==> config.mk <==
export PLATFORM = sky130hd
export DESIGN_NAME = spi_slave_core
export DESIGN_NICKNAME = d
export VERILOG_FILES = /design/src/rtl/spi_define.sv /design/src/rtl/spi_slave_sync.sv /design/src/rtl/spi_slave_core.sv
export SDC_FILE = /design/constraint.sdc
export NUM_CORES = 1
export LEC_CHECK = 0
export CORE_MARGIN = 4
export CORE_UTILIZATION = 51
export CTS_CLUSTER_DIAMETER = 100
export CTS_CLUSTER_SIZE = 10
export DETAILED_ROUTE_END_ITERATION = 10
export HOLD_SLACK_MARGIN = 0.1
export PLACE_DENSITY = 0.78
export SLEW_MARGIN = 0
export SYNTH_ARGS = -nofsm -noshare
export SYNTH_HDL_FRONTEND = slang
export SYNTH_SLANG_ARGS = --single-unit
==> constraint.sdc <==
create_clock -name clk_i -period 5.04 [get_ports clk_i]
set_input_delay 1.26 -clock clk_i [delete_from_list [all_inputs] [get_ports clk_i]]
set_output_delay 1.26 -clock clk_i [all_outputs]
set_load 0.02 [all_outputs]
==> src/rtl/spi_define.sv <==
// spi_define: shared widths, FSM state type and bit-select helper for the SPI slave
package spi_define;
    localparam int SPI_DATA_WIDTH = 32;
    localparam int SPI_CNT_W = 6;
    typedef enum logic {IDLE, ACTIVE} spi_state_t;
    function automatic logic out_bit(input logic [SPI_DATA_WIDTH-1:0] v, input logic lsb, input logic [4:0] top);
        return lsb ? v[0] : v[top];
    endfunction
endpackage

==> src/rtl/spi_slave_sync.sv <==
// spi_slave_sync: 2-flop pad synchronizer with rise/fall pulses on the synchronized value
module spi_slave_sync #(
    parameter logic RST_VAL = 1'b0
) (
    input  logic clk,
    input  logic rst,
    input  logic d,
    output logic q,
    output logic rise,
    output logic fall
);
    logic [2:0] s;
    always_ff @(posedge clk or posedge rst) begin
        if (rst) s <= {3{RST_VAL}};
        else     s <= {s[1:0], d};
    end
    assign q    = s[1];
    assign rise = s[1] & ~s[2];
    assign fall = ~s[1] & s[2];
endmodule

==> src/rtl/spi_slave_core.sv <==
// spi_slave_core: SPI slave, modes 0-3, 8/16/24/32-bit words, tx holding reg and rx handshake
module spi_slave_core
    import spi_define::*;
(
    input  logic                      clk_i,
    input  logic                      rst_i,
    input  logic                      cpol_i,
    input  logic                      cpha_i,
    input  logic                      lsb_i,
    input  logic [1:0]                dtb_i,
    input  logic                      spi_sck_i,
    input  logic                      spi_nss_i,
    input  logic                      spi_mosi_i,
    output logic                      spi_miso_o,
    output logic                      spi_miso_en_o,
    input  logic                      tx_valid_i,
    output logic                      tx_ready_o,
    input  logic [SPI_DATA_WIDTH-1:0] tx_data_i,
    output logic                      rx_valid_o,
    input  logic                      rx_ready_i,
    output logic [SPI_DATA_WIDTH-1:0] rx_data_o,
    output logic                      busy_o,
    output logic                      overrun_o,
    output logic                      underrun_o
);
    logic sck_q, sck_rise, sck_fall, nss_q, nss_rise, nss_fall, mosi_q, mosi_rise, mosi_fall;
    logic unused_sync;
    spi_slave_sync #(.RST_VAL(1'b0)) u_sck  (.clk(clk_i), .rst(rst_i), .d(spi_sck_i),  .q(sck_q),  .rise(sck_rise),  .fall(sck_fall));
    spi_slave_sync #(.RST_VAL(1'b1)) u_nss  (.clk(clk_i), .rst(rst_i), .d(spi_nss_i),  .q(nss_q),  .rise(nss_rise),  .fall(nss_fall));
    spi_slave_sync #(.RST_VAL(1'b0)) u_mosi (.clk(clk_i), .rst(rst_i), .d(spi_mosi_i), .q(mosi_q), .rise(mosi_rise), .fall(mosi_fall));
    assign unused_sync = ^{sck_q, nss_q, mosi_rise, mosi_fall};

    spi_state_t                state;
    logic [SPI_CNT_W-1:0]      cnt;
    logic [SPI_DATA_WIDTH-1:0] rx_sh, tx_sh, hold, rx_nx, tx_ld, tx_sft;
    logic                      hold_v, miso_r;
    logic [4:0]                top_bit;
    logic                      lead, trail, act, smp, drv, done, load;

    assign top_bit = {dtb_i, 3'b111};
    assign lead    = cpol_i ? sck_fall : sck_rise;
    assign trail   = cpol_i ? sck_rise : sck_fall;
    assign act     = state == ACTIVE && !nss_rise;
    assign smp     = act && (cpha_i ? trail : lead);
    assign drv     = act && (cpha_i ? lead : trail);
    assign done    = smp && cnt == {1'b0, top_bit};
    assign load    = (state == IDLE && nss_fall) || done;
    // LSB-first words fill from the top of the active width downward
    assign rx_nx   = lsb_i ? (rx_sh >> 1) | ({31'b0, mosi_q} << top_bit) : {rx_sh[30:0], mosi_q};
    assign tx_ld   = hold_v ? hold : '0;
    assign tx_sft  = lsb_i ? tx_sh >> 1 : tx_sh << 1;

    always_ff @(posedge clk_i or posedge rst_i) begin
        if (rst_i) begin
            state      <= IDLE;
            cnt        <= '0;
            rx_sh      <= '0;
            tx_sh      <= '0;
            hold       <= '0;
            hold_v     <= 1'b0;
            miso_r     <= 1'b0;
            rx_data_o  <= '0;
            rx_valid_o <= 1'b0;
            overrun_o  <= 1'b0;
            underrun_o <= 1'b0;
        end else begin
            overrun_o  <= 1'b0;
            underrun_o <= 1'b0;
            if (nss_rise) begin
                state  <= IDLE;
                cnt    <= '0;
                rx_sh  <= '0;
                tx_sh  <= '0;
                miso_r <= 1'b0;
            end else if (state == IDLE && nss_fall) begin
                state <= ACTIVE;
            end
            if (smp) begin
                cnt   <= done ? '0 : cnt + 6'd1;
                rx_sh <= done ? '0 : rx_nx;
            end
            // mode 0/2 skips the trailing edge after the final sample: the next word is already presented
            if (drv && cpha_i) begin
                miso_r <= out_bit(tx_sh, lsb_i, top_bit);
                tx_sh  <= tx_sft;
            end else if (drv && cnt != '0) begin
                miso_r <= out_bit(tx_sft, lsb_i, top_bit);
                tx_sh  <= tx_sft;
            end
            if (load) begin
                tx_sh      <= tx_ld;
                hold_v     <= 1'b0;
                underrun_o <= !hold_v;
                if (!cpha_i) miso_r <= out_bit(tx_ld, lsb_i, top_bit);
            end
            if (tx_valid_i && !hold_v) begin
                hold   <= tx_data_i;
                hold_v <= 1'b1;
            end
            if (done && (!rx_valid_o || rx_ready_i)) begin
                rx_data_o  <= rx_nx;
                rx_valid_o <= 1'b1;
            end else if (done) begin
                overrun_o <= 1'b1;
            end else if (rx_valid_o && rx_ready_i) begin
                rx_valid_o <= 1'b0;
            end
        end
    end

    assign busy_o        = state == ACTIVE;
    assign spi_miso_en_o = busy_o;
    assign spi_miso_o    = busy_o & miso_r;
    assign tx_ready_o    = !hold_v;
endmodule

; ---- Word-level counts from Yosys, hierarchy flattened
; Cells that the tools add are included.
[totals]
regBits = 148
inputBits = 44
wordCells = 92
[classes]
add_sub_neg = 1
magnitude_cmp = 1
eq_ne = 2
shift = 1
muxes = 40
bitwise = 11
reduce_logical = 22
[op_table]
columns = op, n
row1 = 2-to-1 mux 32 bit, 9
row2 = OR 31 x 32 -> 32 bit, 1
row3 = << shifter 1 x 5 -> 32 bit, 1
row4 = 2-to-1 mux 1 bit, 25
row5 = 2-to-1 mux 6 bit, 3
row6 = logical AND 1 bit, 10
row7 = nonzero test 2 bit, 4
row8 = "adder 6 x 1 -> 6 bit, second input constant", 1
row9 = binary-select mux 1 bit (select 2 bit), 3
row10 = equality test 6 x 5 -> 1 bit, 1
row11 = "less-than comparator 5 x 6 -> 1 bit, second input constant", 1
row12 = nonzero test 6 bit, 1
row13 = AND 1 bit, 5
row14 = inverter 1 bit, 5
row15 = nonzero test 4 bit, 1
row16 = logical NOT 1 bit, 3
row17 = logical OR 1 bit, 2
row18 = "!= test 2 x 1 -> 1 bit, second input constant", 1
row19 = AND reduction 2 bit, 1

; ---- Longest topological paths before layout
[depth]
depth_word = 10
ltp_mapped = 8

; ---- Cells and area by module
; Synthesis repeated with hierarchy kept, for this count alone.
[unflattened]
hier_cells = 558
area_unflattened_um2 = 7029.2
[by_module_without_submodules]
columns = mod, n_inst, cells_per_inst, area_each_um2
row1 = spi_slave_core, 1, 540, 6744.0
row2 = spi_slave_sync at u_mosi ..., 2, 6, 93.8
row3 = spi_slave_sync at u_nss, 1, 6, 97.6

; ---- Worst setup path after synthesis
; No wires, ideal clock.
[synth_path]
path_type = input -> register
from = in dtb_i[1]
to = reg tx_sh[23]
arrival_time_ns = 2.824
required_ns = 4.919
setup_slack_ns = 2.094
path_stages = 8
n_path_buf = 3
path_cell_list = buf_6 > xor2_1 > or4_4 > o31ai_4 > buf_6 > buf_6 > a21oi_2 > o22a_1
[synth_between]
elab_chain_cells = 4
elab_cells_between_ends = 5
classes_between = eq/ne: 1 / mux: 1 / reduce/logical: 3
[synth_rtl]
columns = item, line
row1 = start: declaration, spi_slave_core.sv:10  ; input logic [1:0] dtb_i,
row2 = equality test 6 x 5 -> 1 bit (*), spi_slave_core.sv:46  ; assign done = smp && cnt == {1'b0, top_bit};
row3 = logical AND 1 bit (*), spi_slave_core.sv:46
row4 = logical OR 1 bit (*), spi_slave_core.sv:47  ; assign load = (state == IDLE && nss_fall) || done;
row5 = nonzero test 4 bit (no source line) / 2-to-1 mux 32 bit (equally long branches), --
row6 = end signal: assignment, spi_slave_core.sv:85  ; tx_sh <= tx_sft;
row7 = end signal: assignment, spi_slave_core.sv:88  ; tx_sh <= tx_sft;
row8 = end signal: assignment, spi_slave_core.sv:91  ; tx_sh <= tx_ld;
row9 = end: declaration, spi_slave_core.sv:35  ; logic [SPI_DATA_WIDTH-1:0] rx_sh, tx_sh, hold, rx_nx, tx_ld, tx_sft;
; Every way passes the cells marked *; elsewhere a longest branch is shown, timed or not.
; A chain may end at the register's enable or synchronous reset.

; ---- Worst setup path in the final report
[layout_path]
from = in dtb_i[1]
to = reg tx_sh[2]
; The elaborated chain is that of the path after synthesis.

==> metrics.md <==
| Metric | Value |
|---|---|
| Status | `finished clean` |
| Worst-Margin Slew | `0.8036 ns` |
| Most common cell in the synthesized netlist | `dfrtp_1` |
| Post-cts resize count | `0` |
| Synth warn | `0` |
| Clock Path Buffers | `2` |
| Sequential area share after synthesis | `53.37%` |
| Detailed Place HPWL | `9662 µm` |
| Post-detailed-route count of antenna-violating nets | `0` |
| Largest net degree at the start of global routing | `67` |
| IO Port Bufs | `82` |
| Final Setup Violations | `0` |
| Fin. max-slew vios | `0` |
| EDFF count, synth | `0` |
| Fin area | `8521 µm²` |
| Final Critical Period | `3.485 ns` |
| Worst Setup End Kind | `flop` |
| Die span in y | `~120 µm` |
| Cells after Synth | `570` |
| RSZ-0062 raised after global routing | `false` |
| Startpoint Class | `input port` |
| DRT Wirelength | `14640 µm` |
| Initial antenna violation count | `0` |
| Post-synthesis cell type count | `51` |
| I/O pins | `83` |
| Slew headroom | `46.43%` |
| Leakage | `0.003882 µW` |
| Final Hold Violating Endpoints | `0` |
| DRC viols | `0` |
| CP Max Fanout | `20` |
| Initial Util | `about 52%` |
| Via/cell ratio | `5.744` |
| Critical path class | `in -> reg` |
| Clk Latency, worst-skew pair | `0.43 ns` |
| Total Routing Usage GR | `19.67%` |
| Worst Path Arrival | `3.80 ns` |
| Crit path from | `dtb_i[1]` |
| R2R Setup Slk | `2.52 ns` |
| Core Footprint | `13300 µm²` |
| Die area | `15550 µm²` |
| Setup TNS | `0 ns` |
| Final Wtd Congestion | `0.8255` |
| Share of cells above drive strength 1 | `20.92%` |
| Clk_skew | `0.01614 ns` |
| Worst-path clk slew | `approximately 0.060 ns` |
| Post-DR wirelength/cell | `17.62 µm` |
| DRT iter0 DRCs | `between 200 and 300` |
| RR Startpoint | `cnt[0]` |
| First-pass GRT wire length | `25180 µm` |
| Post-CTS Hold Buffers | `0` |
| Hold Startpoint | `u_sck.s[0]` |
| FF+latch count, synth | `about 150` |
| 1st-pass router iterations | `4` |
| Synth area leaders | `dfrtp_1 52%, mux2_2 10%, mux2i_1 5.0%` |
| Post-Syn Nets | `616` |
| # Post-CTS Setup Buffers | `0` |
| Post-synth top area share | `a little over half` |
| Post-DP Area | `just under 8000 µm²` |
| Post-synth top cells | `145 x dfrtp_1, 64 x mux2_2, 41 x nand2_1` |
| Clock sink total | `between 100 and 150` |
| Row cnt | `42` |
| Yosys top cell by area | `dfrtp_1` |
| CTS H-tree depth | `4` |
| CTS tree | `done` |
| Power density cells | `428.2 nW/µm²` |
| Async S/R FF share, synth | `100.0%` |
| Syn-to-layout area delta | `22.66%` |
| Vias | `4773` |
| Fmax | `roughly 290 MHz` |
| # fillers | `between 900 and 1000` |
| GRT overflow | `0` |
| Final nets | `688` |
| Vias in the first global route | `5086` |
| Worst hold path type | `reg -> reg` |
| Post-Syn Area per Cell | `12.19 µm²` |
| Cell Area, Synth | `6947 µm²` |
| Synth Flop Type | `dfrtp_1` |
| Antenna Diode Count | `0` |
| WP data required | `5.35 ns` |
| Max-cap violations | `0` |
| Root buf cell | `clkbuf_16` |
| Total CTS buffers | `17` |
| Final worst path period share | `just under 70%` |
| Die X | `124.7 µm` |
| Max VDD drop | `0.2786 mV` |
-- layout make-up --
| class | count | area (µm²) | share of cell area (%) |
|---|---|---|---|
| Clock buffer | 19 | 442.9 | 5.198 |
| Inverter | 9 | 37.54 | 0.4405 |
| Sequential cell | 148 | 3707 | 43.51 |
| Tap cell | 176 | 220.2 | 2.584 |
| Timing Repair Buffer | 96 | 933.4 | 10.95 |
| Multi-Input combinational cell | 370 | 2997 | 35.17 |
| Clock inverter | 13 | 182.7 | 2.144 |
-- through the flow --
| stage | total power [µW] | setup WS, ns | cells | utilization, % | hold WS [ns] |
|---|---|---|---|---|---|
| 6_report | 3648 | 1.555 | 831 | 64.09 | 0.3500 |
| 5_1_grt | 3828 | 1.423 | 831 | 64.09 | 0.3556 |
| 4_1_cts | 3673 | 1.593 | 831 | 64.09 | 0.3535 |
| 3_5_place_dp | 2336 | 1.156 | 799 | 59.38 | 0.3403 |
| 3_3_place_gp | 2295 | 1.220 | 799 | 59.38 | 0.3397 |
| 2_1_floorplan | 2115 | 1.921 | 570 | - | 0.3312 |
-- flip-flops by register name, indices dropped and copies added, names as in the netlist --
signal / flops
rx_sh: 32
u_sck.s: 3
tx_sh: 32
hold: 32
hold_v: 1
cnt: 6
underrun_o: 1
busy_o: 1
rx_valid_o: 1
miso_r: 1
u_nss.s: 3
u_mosi.s: 2
rx_data_o: 32
overrun_o: 1
-- cell families (layout without fill, tap and decap cells) --
family | after synthesis | count (layout) | share of synthesized area (%)
buffers and inverters | 52 | 137 | 3.620
multiplexers | 130 | 130 | 20.93
AND/OR/NAND/NOR | 113 | 113 | 7.583
flip-flops | 148 | 148 | 53.37
AO/OA/AOI/OAI | 121 | 121 | 13.53
adder cells (fa/ha/maj) | 2 | 2 | 0.3602
XOR/XNOR | 4 | 4 | 0.6125
-- final timing paths --
check	end	cells after the start
setup reg to reg	tx_sh[2]	7
min in group asynchronous	hold[5]	2
setup / recovery	tx_sh[2]	7
hold reg to reg	u_sck.s[1]	0
hold / removal	u_sck.s[1]	0
max in group asynchronous	rx_data_o[12]	3
-- critical path, cell delays in order --
cell and delay [ns]:
clkdlybuf4s50_1 0.69, xor2_1 0.16, or4_4 0.56, o31ai_4 0.41, buf_4 0.37, a21oi_1 0.12
o22a_1 0.22
-- power by group --
group | switching [µW] | internal [µW]
registers | 168 | 1410
logic | 365 | 368
clock network | 495 | 839
-- metal layers --
layer	up-vias	wire [µm]	global-route usage (%)	share of wire, %
met3	23	631	5.060	4.3
met5	-	0	0	0
met1	2429	6395	24.85	44
li1	2202	-	-	-
met4	0	250	6.447	1.7
met2	119	7366	33.11	50
-- layout by cell type (no fill, tap or decap), types with 4 or more instances in the layout --
cell,n
a21oi_1,27
clkdlybuf4s50_1,81
nand3_1,8
a22o_1,32
nor2_1,38
inv_1,8
nand2_1,41
o22a_1,30
o21ai_0,4
clkbuf_16,17
mux2_2,64
clkinvlp_4,5
a21oi_2,11
buf_4,13
mux2i_1,35
dfrtp_1,145
bufinv_16,4
nor2b_1,4
mux2_1,28
nand2b_1,5
a31oi_1,4
Note: power is estimated with default switching activity, not from simulation.
